### src/rtl/rf_writeback_ctrl.sv
// -----------------------------------------------------------------------------
// rf_writeback_ctrl
//   Drives the single register-file write port (WBctl/rd/isfloat_rd/val3) from
//   two sources:
//     - the in-order pipeline WB stage (priority, cannot be back-pressured);
//     - a long-latency unit (mul/div/fdiv), queued in a DEPTH-entry FIFO.
//   Also exports per-register pending masks for the queued results and a
//   one-cycle stall request that lets a starved FIFO head through.
//
// Ports
//   clk, rst                     clock (rising edge), async active-high reset
//   pipe_wb_valid/rd/isfloat/data  pipeline WB result (no handshake)
//   lu_valid/lu_ready            long-latency handshake, transfer on both high
//   lu_rd/lu_isfloat/lu_data     long-latency result fields
//   WBctl/rd/isfloat_rd/val3     register-file write port (combinational)
//   stall_o                      pipeline must hold its WB result this cycle
//   pend_int/pend_fp             destinations of queued results (x0 never set)
// -----------------------------------------------------------------------------
module rf_writeback_ctrl #(
  parameter int DEPTH      = 4,
  parameter int STARVE_MAX = 8
) (
  input  logic        clk,
  input  logic        rst,
  input  logic        pipe_wb_valid,
  input  logic [4:0]  pipe_rd,
  input  logic        pipe_isfloat,
  input  logic [31:0] pipe_data,
  input  logic        lu_valid,
  output logic        lu_ready,
  input  logic [4:0]  lu_rd,
  input  logic        lu_isfloat,
  input  logic [31:0] lu_data,
  output logic        WBctl,
  output logic [4:0]  rd,
  output logic        isfloat_rd,
  output logic [31:0] val3,
  output logic        stall_o,
  output logic [31:0] pend_int,
  output logic [31:0] pend_fp
);

  localparam int PW = $clog2(DEPTH);
  localparam int CW = $clog2(DEPTH + 1);
  localparam int SW = $clog2(STARVE_MAX + 1);

  // FIFO payload storage; validity is derived from the pointers and count.
  logic [4:0]  mem_rd   [DEPTH];
  logic        mem_fp   [DEPTH];
  logic [31:0] mem_data [DEPTH];

  logic [PW-1:0] wr_ptr_q, wr_ptr_d;
  logic [PW-1:0] rd_ptr_q, rd_ptr_d;
  logic [CW-1:0] count_q, count_d;
  logic [SW-1:0] starve_q, starve_d;

  logic non_empty, full, push, head_grant;
  logic [DEPTH-1:0] entry_valid;

  assign non_empty = (count_q != '0);
  assign full      = (count_q == CW'(DEPTH));
  // Gating with rst keeps every output quiet for as long as reset is held.
  assign lu_ready  = ~full & ~rst;
  assign push      = lu_valid & lu_ready;
  assign stall_o   = ~rst & non_empty & (starve_q == SW'(STARVE_MAX));
  // The head goes out when forced by a stall or when the pipeline is silent.
  assign head_grant = ~rst & non_empty & (stall_o | ~pipe_wb_valid);

  // An entry is live if its distance from the read pointer is below count.
  for (genvar gi = 0; gi < DEPTH; gi++) begin : g_valid
    logic [PW-1:0] offset;
    assign offset          = PW'(gi) - rd_ptr_q;
    assign entry_valid[gi] = (CW'(offset) < count_q);
  end

  always_comb begin
    wr_ptr_d = wr_ptr_q;
    rd_ptr_d = rd_ptr_q;
    count_d  = count_q;
    starve_d = starve_q;
    if (push) wr_ptr_d = wr_ptr_q + PW'(1);
    if (head_grant) rd_ptr_d = rd_ptr_q + PW'(1);
    count_d = count_q + CW'(push) - CW'(head_grant);
    if (!non_empty || head_grant) begin
      starve_d = '0;
    end else if (starve_q != SW'(STARVE_MAX)) begin
      starve_d = starve_q + SW'(1);
    end
  end

  always_ff @(posedge clk or posedge rst) begin
    if (rst) begin
      wr_ptr_q <= '0;
      rd_ptr_q <= '0;
      count_q  <= '0;
      starve_q <= '0;
    end else begin
      wr_ptr_q <= wr_ptr_d;
      rd_ptr_q <= rd_ptr_d;
      count_q  <= count_d;
      starve_q <= starve_d;
    end
  end

  // Payload needs no reset: nothing reads an entry that the count says is dead.
  always_ff @(posedge clk) begin
    if (push) begin
      mem_rd[wr_ptr_q]   <= lu_rd;
      mem_fp[wr_ptr_q]   <= lu_isfloat;
      mem_data[wr_ptr_q] <= lu_data;
    end
  end

  // Write-port mux.
  always_comb begin
    WBctl      = 1'b0;
    rd         = '0;
    isfloat_rd = 1'b0;
    val3       = '0;
    if (head_grant) begin
      // An integer x0 head is still popped, just never written.
      WBctl      = mem_fp[rd_ptr_q] | (mem_rd[rd_ptr_q] != 5'd0);
      rd         = mem_rd[rd_ptr_q];
      isfloat_rd = mem_fp[rd_ptr_q];
      val3       = mem_data[rd_ptr_q];
    end else if (!rst && pipe_wb_valid) begin
      WBctl      = 1'b1;
      rd         = pipe_rd;
      isfloat_rd = pipe_isfloat;
      val3       = pipe_data;
    end
  end

  // Pending masks over live entries.
  always_comb begin
    pend_int = '0;
    pend_fp  = '0;
    for (int i = 0; i < DEPTH; i++) begin
      if (entry_valid[i]) begin
        if (mem_fp[i]) pend_fp[mem_rd[i]]  = 1'b1;
        else           pend_int[mem_rd[i]] = 1'b1;
      end
    end
    pend_int[0] = 1'b0;
    if (rst) begin
      pend_int = '0;
      pend_fp  = '0;
    end
  end

endmodule

### config.mk
export PLATFORM = sky130hd
export DESIGN_NAME = rf_writeback_ctrl
export DESIGN_NICKNAME = d
export VERILOG_FILES = /design/src/rtl/rf_writeback_ctrl.sv
export SDC_FILE = /design/constraint.sdc
export NUM_CORES = 1
export LEC_CHECK = 0
export ABC_AREA = 0
export BUFFER_PORTS_ARGS = -buffer_cell sky130_fd_sc_hd__buf_2
export CAP_MARGIN = 20
export CORE_ASPECT_RATIO = 0.6
export CORE_MARGIN = 2
export CORE_UTILIZATION = 60
export CTS_CLUSTER_DIAMETER = 150
export DETAILED_ROUTE_END_ITERATION = 16
export HOLD_SLACK_MARGIN = 0.03
export PLACE_DENSITY = 0.88
export SLEW_MARGIN = 15
export SYNTH_ARGS = -nofsm -noshare
export SYNTH_HDL_FRONTEND = slang
export SYNTH_SLANG_ARGS = --single-unit
### constraint.sdc
create_clock -name clk -period 6.37 [get_ports clk]
set_input_delay 0.3185 -clock clk [delete_from_list [all_inputs] [get_ports clk]]
set_output_delay 0.3185 -clock clk [all_outputs]
set_load 0.02 [all_outputs]
# Word level (Yosys, flattened, before mapping)
# Memory sizes are Yosys's and may differ from the RTL's.
# Index checks and enable logic that the tools add are counted.
dict set report totals {
  ram_bits 152
  n_memories 3
  mem_bits_ro 0
  out_inout_bits 105
  input_bits 80
  latch_bits 0
  ff_bits 11
}
# memory depth width rd rd_clocked_by_memory_dff write_ports line
set memory_table {}
lappend memory_table {mem_data 4 32 1 0 1 50} ;# logic [31:0] mem_data [DEPTH];
lappend memory_table {mem_rd 4 5 5 0 1 48} ;# logic [4:0] mem_rd [DEPTH];
lappend memory_table {mem_fp 4 1 5 0 1 49} ;# logic mem_fp [DEPTH];
dict set report op_classes {
  shift 0
  n_eq_ne 3
  n_mul 0
  addsub 9
  magnitude_cmp 12
  bitwise_logic 16
  n_reduce_logical 11
  muxes 38
  n_div 0
}
# op n
set op_table {}
lappend op_table {{$mux W32} 20}
lappend op_table {{$or A32 B32 Y32} 6}
lappend op_table {{$lt A5 B6 Y1 const B} 4}
lappend op_table {{$demux W1 S5} 4}
lappend op_table {{$ge A5 B1 Y1 const B} 4}
lappend op_table {{$lt A2 B3 Y1} 4}
lappend op_table {{$mux W1} 10}
lappend op_table {{$mux W5} 2}
lappend op_table {{$mux W4} 2}
lappend op_table {{$and A1 B1 Y1} 5}
lappend op_table {{$logic_and A1 B1 Y1} 5}
lappend op_table {{$reduce_bool A5 Y1} 1}
lappend op_table {{$add A2 B1 Y2 const B} 2}
lappend op_table {{$add A4 B1 Y4 const B} 1}
lappend op_table {{$eq A4 B4 Y1 const B} 1}
lappend op_table {{$ne A4 B4 Y1 const B} 1}
lappend op_table {{$sub A1 B2 Y2 const A} 2}
lappend op_table {{$sub A2 B2 Y2 const A} 2}
lappend op_table {{$add A3 B1 Y3} 1}
lappend op_table {{$eq A3 B3 Y1 const B} 1}
lappend op_table {{$not A1 Y1} 3}
lappend op_table {{$reduce_bool A3 Y1} 1}
lappend op_table {{$sub A3 B1 Y3} 1}
lappend op_table {{$logic_not A1 Y1} 2}
lappend op_table {{3 further kinds} 4}

# Depth between registers and ports, before layout
# Gate-level depths: netlist of run 1.
dict set report logic_depth {
  word_depth 16
  mapped_depth 12
}

# Worst setup path before layout of run 1
# No wires, ideal clock.
dict set report synth_timing {
  kind {reg-to-output}
  from {register rd_ptr_q[1]}
  to {output pend_fp[29]}
  t_arrival_ns 2.576
  required_ns 6.051
  setup_slack_ns 3.475
  stages_incl_launch_ff 13
  path_buffers 5
  path_cell_list {dfrtp_1 -> buf_2 -> buf_4 -> buf_2 -> inv_1 -> ha_1 -> a21boi_1 -> o21ba_1 -> buf_6 -> nor4bb_1 -> buf_2 -> nand2_1 -> a31oi_1}
}
dict set report synth_between {
  elab_chain_cells 13
}
# element line
set synth_rtl {}
lappend synth_rtl {{start: declaration} 53} ;# logic [PW-1:0] rd_ptr_q, rd_ptr_d;
lappend synth_rtl {{start signal: assignment} 99} ;# rd_ptr_q <= rd_ptr_d;
lappend synth_rtl {{$sub A1 B2 Y2} 72} ;# assign offset = PW'(gi) - rd_ptr_q;
lappend synth_rtl {{$lt A2 B3 Y1} 73} ;# assign entry_valid[gi] = (CW'(offset) < count_q);
lappend synth_rtl {{$mux W32} 139} ;# if (entry_valid[i]) begin
lappend synth_rtl {{$or A32 B32 Y32 (no source line)} --}
lappend synth_rtl {{$mux W32} 140} ;# if (mem_fp[i]) pend_fp[mem_rd[i]] = 1'b1;
lappend synth_rtl {{$mux W32} 139}
lappend synth_rtl {{$or A32 B32 Y32 (no source line)} --}
lappend synth_rtl {{$mux W32} 140}
lappend synth_rtl {{$mux W32} 139}
lappend synth_rtl {{$or A32 B32 Y32 (no source line)} --}
lappend synth_rtl {{$mux W32} 140}
lappend synth_rtl {{$mux W32 (*)} 139}
lappend synth_rtl {{$mux W32 (*)} 145} ;# if (rst) begin
lappend synth_rtl {{end: declaration} 40} ;# output logic [31:0] pend_fp
# Every way passes the cells marked *; elsewhere a longest branch is shown, timed or not.

# Worst setup path after layout of run 1
dict set report layout_timing {
  from {register rd_ptr_q[1]}
  to {output pend_fp[5]}
}
# Same word-level chain as after synthesis.

==> metrics.txt, run 1 <==
Distinct cells, synth 48; dpl cell area 0.00984 sq mm; Max Fanout on Critical Path 42; largest net degree at the start of global routing 68; Setup Total Neg Slack 0 ns; Via density 7.25; Ys Warns 0; Hold Crit Depth 1; Max IR drop VDD 0.323 mV; Syn Area/Cell 13.0 sq um; Final min period 4.31 ns; cts bufs inserted 17; grt total ovfl 0; Via Count 7579; clock buffer depth 2; Synth Instances roughly 700; CP max stage delay between 1 and 1.5 ns; largest family of logic cells by synthesized area compound AO/OA/AOI/OAI gates; max cap viols 0; Synth Area in XOR/XNOR 0.888%; mux contribution to synthesized area 9.64%; Max Transition Viols Final 0; RD Place Congestion 1.01; CTS clk-pin slew, worst paths 0.06 ns; final antenna-violating net count 0; final period utilization 67.6%; reg2reg setup slack 3.25 ns; initial antenna violation count 2; Core ar. 0.0145 sq mm; Chip Width approximately 160 um; RSZ-0062 raised after global routing false; GRT Util Overall 36.8%; post-CTS setup buffer count 0; H-tree depth 4; multi-input logic area approximately 0.0037 sq mm; Min Hold Slack 0.109 ns; endpoints failing setup 0; hold-fix buffers at CTS 0; Setup CP Type reg -> out; status finished clean; Design Area, Final about 0.010 sq mm; Cell Pwr Density 376 mW/mm^2; CP Launch Type register; share of the synthesized area in the top cell type 51.4%; DR iter-0 viols roughly 1200; drc violations 0; Buffers on Ports 183; Die Area 0.0158 sq mm; Arrival @ worst endpoint 3.99 ns; Area Overhead vs Synth 17.7%; TritonCTS Sinks 163; row count 34; Die H 98.2 um; sequential cell area 0.00484 sq mm; fraction of layout instances using a drive strength above 1 33.9%; fmax about 230 MHz; Post-synth ARST share under 10%; Area contributors post-synth edfxtp_1, mux4_2, a22oi_1; CTS Root Cell clkbuf_16; clk_lat worst skew approximately 0.43 ns; Worst Hold Class in -> reg; flops & latches, synth between 150 and 200; antenna cells 0; Slew headroom 11.7%; first-pass GRT wire length 43400 um; Avg WL per Cell 27.4 um; final net count roughly 930; Final Hold Fails 0; Worst R2R Path Depth 12; Leak 3.80 nW; Post-CTS Resized 0; Final HPWL DP 18500 um; CP required 6.05 ns; worst-margin pin slew 1.31 ns; worst clock skew a little under 0.01 ns; Routed WL 28600 um; Starting Density 61.4%; Simple-Gate Fraction of Synth Area 11.1%; Setup crit end kind output port; Fill cells 934; CP cell instances inv_1, ha_1, a21boi_1, o21ba_1, nor4bb_2, a22oi_1, a31oi_1, buf_2; Post-Syn Nets 778; I/O pin cnt 185; critical path's slowest cell dfrtp_2; Most used DFF post-synth edfxtp_1; CTS tree done; Post-synth EDFFs 152; Yosys top cell by area edfxtp_1; Synth Area in Compound Gates between 10% and 20%; DR pass1 iterations 7; adder-cell share of the synthesized area 1.92%; Synth Cell Area 0.00888 sq mm; vias in the first global route 7361; sequential cell area fraction in the yosys report a little over half
-- layout by cell type, fill, tap and decap left out, types with 5 or more instances in the layout --
master	instances
buf_2	185
edfxtp_1	152
a22oi_1	61
a21oi_1	43
nand2_1	41
a32oi_1	39
mux4_2	38
a22o_1	38
a31oi_1	26
nor2_1	25
nand3_1	24
clkbuf_16	17
nor3b_1	14
inv_1	13
ha_1	12
nor3_1	11
buf_4	11
nor2b_1	9
and3b_1	9
dfrtp_1	9
xnor2_1	6
and3_1	6
inv_6	5
-- power by group --
group | total (W) | switching [W] | internal, W
Combinational | 0.00142 | 0.000882 | 0.000541
Clock | 0.00101 | 0.000432 | 0.000581
Sequential | 0.00149 | 0.000173 | 0.00132
-- per-stage QoR --
| step | total power [W] | setup WS (ns) | std cells | util (%) |
|---|---|---|---|---|
| after global placement | 0.00280 | 2.54 | 1012 | 68.0 |
| final | 0.00393 | 2.06 | 1045 | 72.2 |
| after global routing | 0.00408 | 1.86 | 1045 | 72.2 |
| after detailed placement | 0.00287 | 2.25 | 1013 | 68.1 |
| after CTS | 0.00389 | 1.80 | 1044 | 72.1 |
| after floorplan | 0.00249 | 3.48 | 685 | - |
-- routing by layer --
metal	vias to the layer above	routed length, um	track usage, %
li1	3088	-	-
met1	3688	10900	51.7
met2	668	12700	53.9
met3	128	4090	12.8
met4	7	856	12.4
met5	-	115	4.24
-- path summary, 6_finish.rpt --
path	from	to
setup / recovery	rd_ptr_q[1]$_DFFE_PP0P_	pend_fp[5]
hold / removal	lu_data[15]	mem_data[0][15]$_DFFE_PP_
setup reg to reg	starve_q[0]$_DFFE_PP0P_	count_q[2]$_DFF_PP0_
hold reg to reg	starve_q[3]$_DFFE_PP0P_	starve_q[3]$_DFFE_PP0P_
max in group asynchronous	rst	rd_ptr_q[1]$_DFFE_PP0P_
min in group asynchronous	rst	wr_ptr_q[0]$_DFFE_PP0P_
-- state kept, by name, indices dropped and copies added, names as in the netlist --
register / cells
mem_rd: 20
wr_ptr_q: 2
starve_q: 4
mem_data: 128
count_q: 3
mem_fp: 4
rd_ptr_q: 2
-- worst max-delay path, delay by kind of cell (launching register included) --
family | cells | cell delay [ns]
AO/OA/AOI/OAI | 4 | 0.87
adder cells (fa/ha/maj) | 1 | 0.34
buffers and inverters | 2 | 0.35
flip-flops | 1 | 1.07
AND/OR/NAND/NOR | 1 | 0.91
-- area by class of cell --
| type | instances | area share, % |
|---|---|---|
| Sequential cell | 163 | 46.4 |
| Multi-Input combinational cell | 444 | 35.6 |
| Clock buffer | 17 | 4.07 |
| Tap cell | 198 | 2.37 |
| Inverter | 13 | 0.467 |
| Timing Repair Buffer | 196 | 9.66 |
| Clock inverter | 14 | 1.49 |
-- cells by family (layout without fill, tap and decap cells) --
group           Yosys count  count (layout)
simple gates            167             167
compound gates          216             216
fa+ha+maj                13              13
buf+inv                  78             240
flops                   163             163
xor+xnor                  9               9
mux                      38              38
other cells               1               1
-- cell usage after synthesis, types with 2 or more instances --
library cell	count
edfxtp_1	152
a22oi_1	61
a21oi_1	43
nand2_1	41
a32oi_1	39
a22o_1	38
mux4_2	38
buf_2	32
a31oi_1	26
nor2_1	25
nand3_1	24
clkbuf_1	19
nor3b_1	16
inv_1	13
ha_1	12
dfrtp_1	11
nor3_1	11
and3_1	10
and3b_1	9
nor2b_1	9
buf_1	8
xnor2_1	6
nand2b_1	4
buf_4	3
nor3_2	3
xor2_1	3
buf_6	2
nor3_4	2
nor3b_2	2
nor4b_4	2
nor4bb_1	2
o211ai_1	2
o21ba_1	2
Note: power is estimated with default switching activity, not from simulation.
==> inputs of run 2 (changes only) <==
Settings changed: CORE_UTILIZATION 60 to 56, PLACE_DENSITY 0.88 to 0.83.
Clock period 6.37 ns to 4.05 ns, I/O delays scaled along.
==> run 2 against run 1 <==
Net effect:
- first-iteration DRC count shrank 3.0%
- die area grew 6.9%
- combinational power grew 67%
- sequential power grew 50%
- clock-buffer cell count grew 1
- via count shrank 1.3%
- global-route usage shrank 4.4 points
- clock skew grew 0.0045 ns
- critical path depth grew 1
- routed wire length shrank 4.1%
- hold slack gained 0.16 ns
- non-clock buffer count grew 41
- critical path type unchanged
- largest cell class unchanged
- largest power group is now combinational cells
==> metrics.txt, run 2 (same netlist as run 1, synthesis figures left out) <==
worst-margin pin slew 1.22 ns (was 1.31 ns); initial antenna violation count 0 (was 2); RD Place Congestion 1.01 (about the same); sequential cell area 0.00484 sq mm (unchanged); Sequential Power Share 36.4% (was 38.0%); internal power of the cells 0.00383 W (was 0.00244 W); fraction of layout instances using a drive strength above 1 32.2% (was 33.9%); row count 35 (was 34); commonest non-fill, non-tap cell in the layout buf_2 (unchanged); clk_lat worst skew 0.42 ns (was 0.43 ns); Die H 102 um (was 98.2 um); Worst R2R Path Depth 11 (was 12); CP Launch Type register (unchanged); clock group share of total power 24.9% (was 25.8%); Buffers on Ports 183 (unchanged); Design Area, Final 0.0108 sq mm (was 0.0104 sq mm); CTS Root Cell clkbuf_16 (unchanged); cts bufs inserted 17 (unchanged); critical path's slowest cell nor2b_1 (was dfrtp_2); RSZ-0062 raised after global routing false (unchanged); endpoints failing setup 0 (unchanged); Setup Total Neg Slack 0 ns (unchanged); Slew headroom 17.7% (was 11.7%); Max Transition Viols Final 0 (unchanged); CP required 3.85 ns (was 6.05 ns); antenna cells 0 (unchanged); placed cells 1021 (was 1013); Final Hold Fails 0 (unchanged); sw frac 37.4% (was 37.9%); worst clock skew 0.0142 ns (was 0.00972 ns); Avg WL per Cell 25.1 um (was 27.4 um); TritonCTS Sinks 163 (unchanged); max cap viols 0 (unchanged); Fill cells 1042 (was 934); Reg2Reg Launch Point count_q[1]$_DFF_PP0_ (was starve_q[0]$_DFFE_PP0P_); clock buffer depth 2 (unchanged); Core ar. 0.0154 sq mm (was 0.0145 sq mm); register bank with the most flops mem_data (unchanged); first-pass GRT wire length 41300 um (was 43400 um); final period utilization 89.4%; CP cell instances buf_4, inv_1, ha_1, a21oi_1, o21ba_1, nor2b_1, a22oi_1, a21oi_1, buf_2 (was inv_1, ha_1, a21boi_1, o21ba_1, nor4bb_2, a22oi_1, a31oi_1, buf_2); switching power 0.00229 W (was 0.00149 W); Max Fanout on Critical Path 41 (was 42); Leak 3.96 nW (was 3.80 nW); most frequent cell on the critical path a21oi_1; drc violations 0 (unchanged); Min Hold Slack 0.271 ns (was 0.109 ns); multi-input logic area 0.00370 sq mm (was 0.00372 sq mm); worst flop-to-flop path endpoint count_q[2]$_DFF_PP0_ (unchanged); vias in the first global route 7199 (was 7361); final net count 969 (was 928); Worst Hold Class in -> async (was in -> reg); grt total ovfl 0 (unchanged); Setup CP Type reg -> out (unchanged); reg2reg setup slack 1.36 ns (was 3.25 ns); CTS tree done (unchanged); status finished clean (unchanged); Routed WL 27400 um (was 28600 um); Final min period 3.62 ns; final antenna-violating net count 0 (unchanged); GRT Util Overall 32.4% (was 36.8%); post-layout instance count excluding filler cells 1092 (was 1045); Via Count 7478 (was 7579); Cell Pwr Density 565 mW/mm^2 (was 376 mW/mm^2); Largest register FFs 128 (unchanged); Setup crit end kind output port (unchanged); commonest non-fill, non-tap cells in the layout buf_2, edfxtp_1, a22oi_1, a21oi_1, nand2_1 (unchanged); Arrival @ worst endpoint 3.42 ns (was 3.99 ns); H-tree depth 4 (unchanged); CTS clk-pin slew, worst paths 0.07 ns (was 0.06 ns); CP max stage delay 0.68 ns (was 1.07 ns); Starting Density 57.6% (was 61.4%); Via density 6.85 (was 7.25); Final HPWL DP 17900 um (was 18500 um); fmax 276 MHz; DR pass1 iterations 6 (was 7); total power 0.00612 W (was 0.00393 W); DR iter-0 viols 1198 (was 1235); biggest regs mem_data: 128 flops, mem_rd: 20 flops (unchanged); I/O pin cnt 185 (unchanged); Chip Width 167 um (was 161 um); Die Area 0.0169 sq mm (was 0.0158 sq mm); largest net degree at the start of global routing 67 (was 68); Comb pwr share 38.7% (was 36.2%); Max IR drop VDD 0.460 mV (was 0.323 mV); Area Overhead vs Synth 22.0% (was 17.7%); dpl cell area 0.00989 sq mm (was 0.00984 sq mm)
run 2: changes by cell type in the layout (fill, tap and decap cells not counted), moves of 2 or more:
| cell | change |
|---|---|
| dlygate4sd3_1 | +38 |
| nor3b_2 | -2 |
| buf_4 | +3 |
| nor3b_1 | +2 |
run 2: how the worst max path moves through the flow:
stage / depth (start not counted) / slack, ns / end / startpoint
3_3_place_gp: 9 / 0.98 / pend_int[2] / rd_ptr_q[1]$_DFFE_PP0P_
5_1_grt: 9 / 0.23 / pend_fp[9] / rd_ptr_q[1]$_DFFE_PP0P_
6_report: 9 / 0.43 / pend_fp[9] / rd_ptr_q[1]$_DFFE_PP0P_
4_1_cts: 9 / 0.48 / pend_fp[28] / rd_ptr_q[1]$_DFFE_PP0P_
3_5_place_dp: 9 / 0.93 / pend_fp[28] / rd_ptr_q[1]$_DFFE_PP0P_
2_1_floorplan: 12 / 1.27 / pend_fp[29] / rd_ptr_q[1]$_DFFE_PP0P_
run 2: cell type report:
| class | count | area share, % |
|---|---|---|
| flip-flops and latches | 163 | 44.7 |
| clock inverters | 14 | 1.18 |
| well taps | 203 | 2.35 |
| repair buffers | 237 | 13.2 |
| multi-input cells | 444 | 34.2 |
| inverters | 13 | 0.451 |
| clock buffers | 18 | 3.96 |
run 2: power groups by stage:
stage | registers [W] | logic (W) | clock network, W
after global routing | 0.00225 | 0.00252 | 0.00160
after global placement | 0.00224 | 0.00223 | 0
after detailed placement | 0.00225 | 0.00227 | 0
final | 0.00223 | 0.00237 | 0.00152
after floorplan | 0.00217 | 0.00174 | 0
after CTS | 0.00222 | 0.00233 | 0.00152
run 2: critical path: cells and delay by family (launching register included):
family | cells | cell delay [ns]
and+or+nand+nor | 1 | 0.68
AOI/OAI and AO/OA | 4 | 0.83
DFF | 1 | 0.37
adders and majority gates | 1 | 0.31
buffers and inverters | 3 | 0.81
run 2: per-stage QoR:
| step | setup slack, ns | utilization, % |
|---|---|---|
| after floorplan | 1.27 | - |
| after global placement | 0.984 | 64.1 |
| after detailed placement | 0.930 | 64.1 |
| after CTS | 0.485 | 70.2 |
| after global routing | 0.226 | 70.3 |
| final | 0.428 | 70.3 |
run 2: what timing repair did:
| action | 4_1_cts | 5_1_grt |
|---|---|---|
| hold endpoints to repair | 152 | 0 |
| hold buffers | 38 | 0 |
| buffers inserted | 0 | 0 |
| gates resized for setup | 0 | 0 |
run 2: layer usage:
layer  routed length [um]  global-route usage [%]
met1                11000                    46.4
met2                12500                    48.2
met3                 3360                    10.6
met4                  553                    8.62
met5                   38                    1.90
==> inputs of run 3 (changes only) <==
Settings changed: CORE_MARGIN 2 to 4, SLEW_MARGIN 15 to not set.
==> run 3 against run 2 <==
Net effect:
- critical path depth down 2
- fmax up 7.2%
- combinational power down 3%
- largest cell class unchanged
- utilization down 0.23 points
- non-clock buffer count up 1
- clock-buffer cell count unchanged
- global-route usage down 3.5 points
- largest power group unchanged
- sequential power about the same
- clock skew down 0.0021 ns
- design area about the same
- die area up 6.4%
==> metrics.txt, run 3 (same netlist as run 1, synthesis figures left out) <==
Area Overhead vs Synth 21.9% (was 22.0%); Max Fanout on Critical Path 43 (was 41); post-layout instance count excluding filler cells 1091 (was 1092); status finished clean (unchanged); fraction of layout instances using a drive strength above 1 32.1% (was 32.2%); internal power of the cells 0.00385 W (was 0.00383 W); Setup CP Type reg -> out (unchanged); DR iter-0 viols 1341 (was 1198); fmax 296 MHz (was 276 MHz); Routed WL 25900 um (was 27400 um); Sequential Power Share 36.5% (was 36.4%); Buffers on Ports 183 (unchanged); endpoints failing setup 0 (unchanged); Worst R2R Path Depth 11 (unchanged); multi-input logic area 0.00370 sq mm (unchanged); clock group share of total power 25.4% (was 24.9%); vias in the first global route 7131 (was 7199); Cell Pwr Density 560 mW/mm^2 (was 565 mW/mm^2); antenna cells 0 (unchanged); CP Buf/Inv Count 2 (was 3); biggest regs mem_data: 128 flops, mem_rd: 20 flops (unchanged); Leak 3.96 nW (about the same); GRT Util Overall 28.9% (was 32.4%); Max Transition Viols Final 0 (unchanged); HP Start lu_valid; largest net degree at the start of global routing 67 (unchanged); commonest non-fill, non-tap cell in the layout buf_2 (unchanged); Arrival @ worst endpoint 3.18 ns (was 3.42 ns); Worst Hold Class in -> reg (was in -> async); Avg WL per Cell 23.8 um (was 25.1 um); Final min period 3.38 ns (was 3.62 ns); switching power 0.00221 W (was 0.00229 W); delay-heaviest family, CP compound AO/OA/AOI/OAI gates (unchanged); Final HPWL DP 16900 um (was 17900 um); Core ar. 0.0155 sq mm (was 0.0154 sq mm); Die Area 0.0180 sq mm (was 0.0169 sq mm); I/O pin cnt 185 (unchanged); drc violations 0 (unchanged); Hold Path Sink wr_ptr_q[0]$_DFFE_PP0P_; Starting Density 57.4% (was 57.6%); CP cell instances buf_4, a21oi_1, o21ba_1, nor3_2, a22oi_1, a21oi_1, buf_2 (was buf_4, inv_1, ha_1, a21oi_1, o21ba_1, nor2b_1, a22oi_1, a21oi_1, buf_2); DR pass1 iterations 8 (was 6); CTS tree done (unchanged); CTS clk-pin slew, worst paths 0.07 ns (about the same); sequential cell area 0.00484 sq mm (unchanged); critical path's slowest cell buf_4 (was nor2b_1); final antenna-violating net count 0 (unchanged); Fill cells 1091 (was 1042); RD Place Congestion 1.00 (was 1.01); Slew headroom 20.7% (was 17.7%); first-pass GRT wire length 40000 um (was 41300 um); sw frac 36.4% (was 37.4%); H-tree depth 4 (unchanged); RSZ-0062 raised after global routing false (unchanged); reg2reg setup slack 1.42 ns (was 1.36 ns); Setup crit end kind output port (unchanged); worst clock skew 0.0121 ns (was 0.0142 ns); clock buffer depth 2 (unchanged); Via density 6.77 (was 6.85); most frequent cell on the critical path a21oi_1 (unchanged); max cap viols 0 (unchanged); CTS Root Cell clkbuf_16 (unchanged); initial antenna violation count 0 (unchanged); clk_lat worst skew 0.41 ns (was 0.42 ns); Chip Width 171 um (was 167 um); final net count 970 (was 969); register bank with the most flops mem_data (unchanged); Die H 106 um (was 102 um); CP required 3.85 ns (about the same); Comb pwr share 38.1% (was 38.7%); CP Launch Type register (unchanged); Max IR drop VDD 0.438 mV (was 0.460 mV); Largest register FFs 128 (unchanged); worst flop-to-flop path endpoint count_q[2]$_DFF_PP0_ (unchanged); cts bufs inserted 17 (unchanged); Reg2Reg Launch Point starve_q[0]$_DFFE_PP0P_ (was count_q[1]$_DFF_PP0_); CP max stage delay 0.62 ns (was 0.68 ns); final period utilization 83.4% (was 89.4%); grt total ovfl 0 (unchanged); row count 35 (unchanged); Hold Crit Depth 3; Final Hold Fails 0 (unchanged); placed cells 1018 (was 1021); Setup Total Neg Slack 0 ns (unchanged); commonest non-fill, non-tap cells in the layout buf_2, edfxtp_1, a22oi_1, a21oi_1, nand2_1 (unchanged); Via Count 7390 (was 7478); worst-margin pin slew 1.18 ns (was 1.22 ns); TritonCTS Sinks 163 (unchanged)
## run 3: changes by cell type in the layout (fill, tap and decap cells not counted), sizes merged
cell / delta
bufinv: +1
inv: -3
clkinvlp: +1
dlygate4sd3: +1
clkinv: -1
## run 3: cell type report
cell class              instances  share of cell area [%]
flip-flops and latches        163                    44.7
inverters                      13                   0.451
repair buffers                238                    13.1
well taps                     203                    2.35
clock inverters                12                    1.25
multi-input cells             444                    34.2
clock buffers                  18                    3.96
## run 3: worst min-delay path: stages
cell and delay, ns:
buf_2 0.11, and2_1 0.21, xnor2_1 0.08
## run 3: worst max-delay path by stage
stage | cells past startpoint | slack (ns) | start | endpoint
finish | 7 | 0.67 | rd_ptr_q[0]$_DFFE_PP0P_ | pend_fp[13]
global route | 8 | 0.48 | rd_ptr_q[0]$_DFFE_PP0P_ | pend_int[3]
CTS | 8 | 0.77 | rd_ptr_q[0]$_DFFE_PP0P_ | pend_int[3]
detailed placement | 7 | 1.22 | rd_ptr_q[0]$_DFFE_PP0P_ | pend_fp[1]
global placement | 7 | 1.24 | rd_ptr_q[0]$_DFFE_PP0P_ | pend_fp[0]
floorplan | 12 | 1.27 | rd_ptr_q[1]$_DFFE_PP0P_ | pend_fp[29]
## run 3: repair_timing
action,CTS,global route
setup buffers,0,0
hold buffers,39,0
endpoints found under the hold margin,163,0
gates resized for setup,0,0
endpoints found under the setup margin,0,0
## run 3: stage by stage
step	instance area [sq um]	utilization, %	worst slack [ns]	hold WS (ns)	total power, W
floorplan	8880	-	1.27	0.0630	0.00391
global placement	9840	63.7	1.24	0.252	0.00441
detailed placement	9850	63.7	1.22	0.253	0.00446
CTS	10800	69.9	0.766	0.219	0.00604
global route	10800	70.0	0.477	0.273	0.00634
finish	10800	70.0	0.672	0.233	0.00606
## run 3: power by group through the flow
| stage | sequential [W] | clock, W | combinational (W) |
|---|---|---|---|
| CTS | 0.00221 | 0.00155 | 0.00228 |
| global route | 0.00224 | 0.00164 | 0.00247 |
| detailed placement | 0.00224 | 0 | 0.00222 |
| floorplan | 0.00217 | 0 | 0.00174 |
| finish | 0.00222 | 0.00154 | 0.00231 |
| global placement | 0.00223 | 0 | 0.00218 |
## run 3: layer usage
metal	track usage (%)	wire, um
met2	42.1	11400
met5	0	0
met1	41.7	10500
met4	8.26	782
met3	9.56	3250
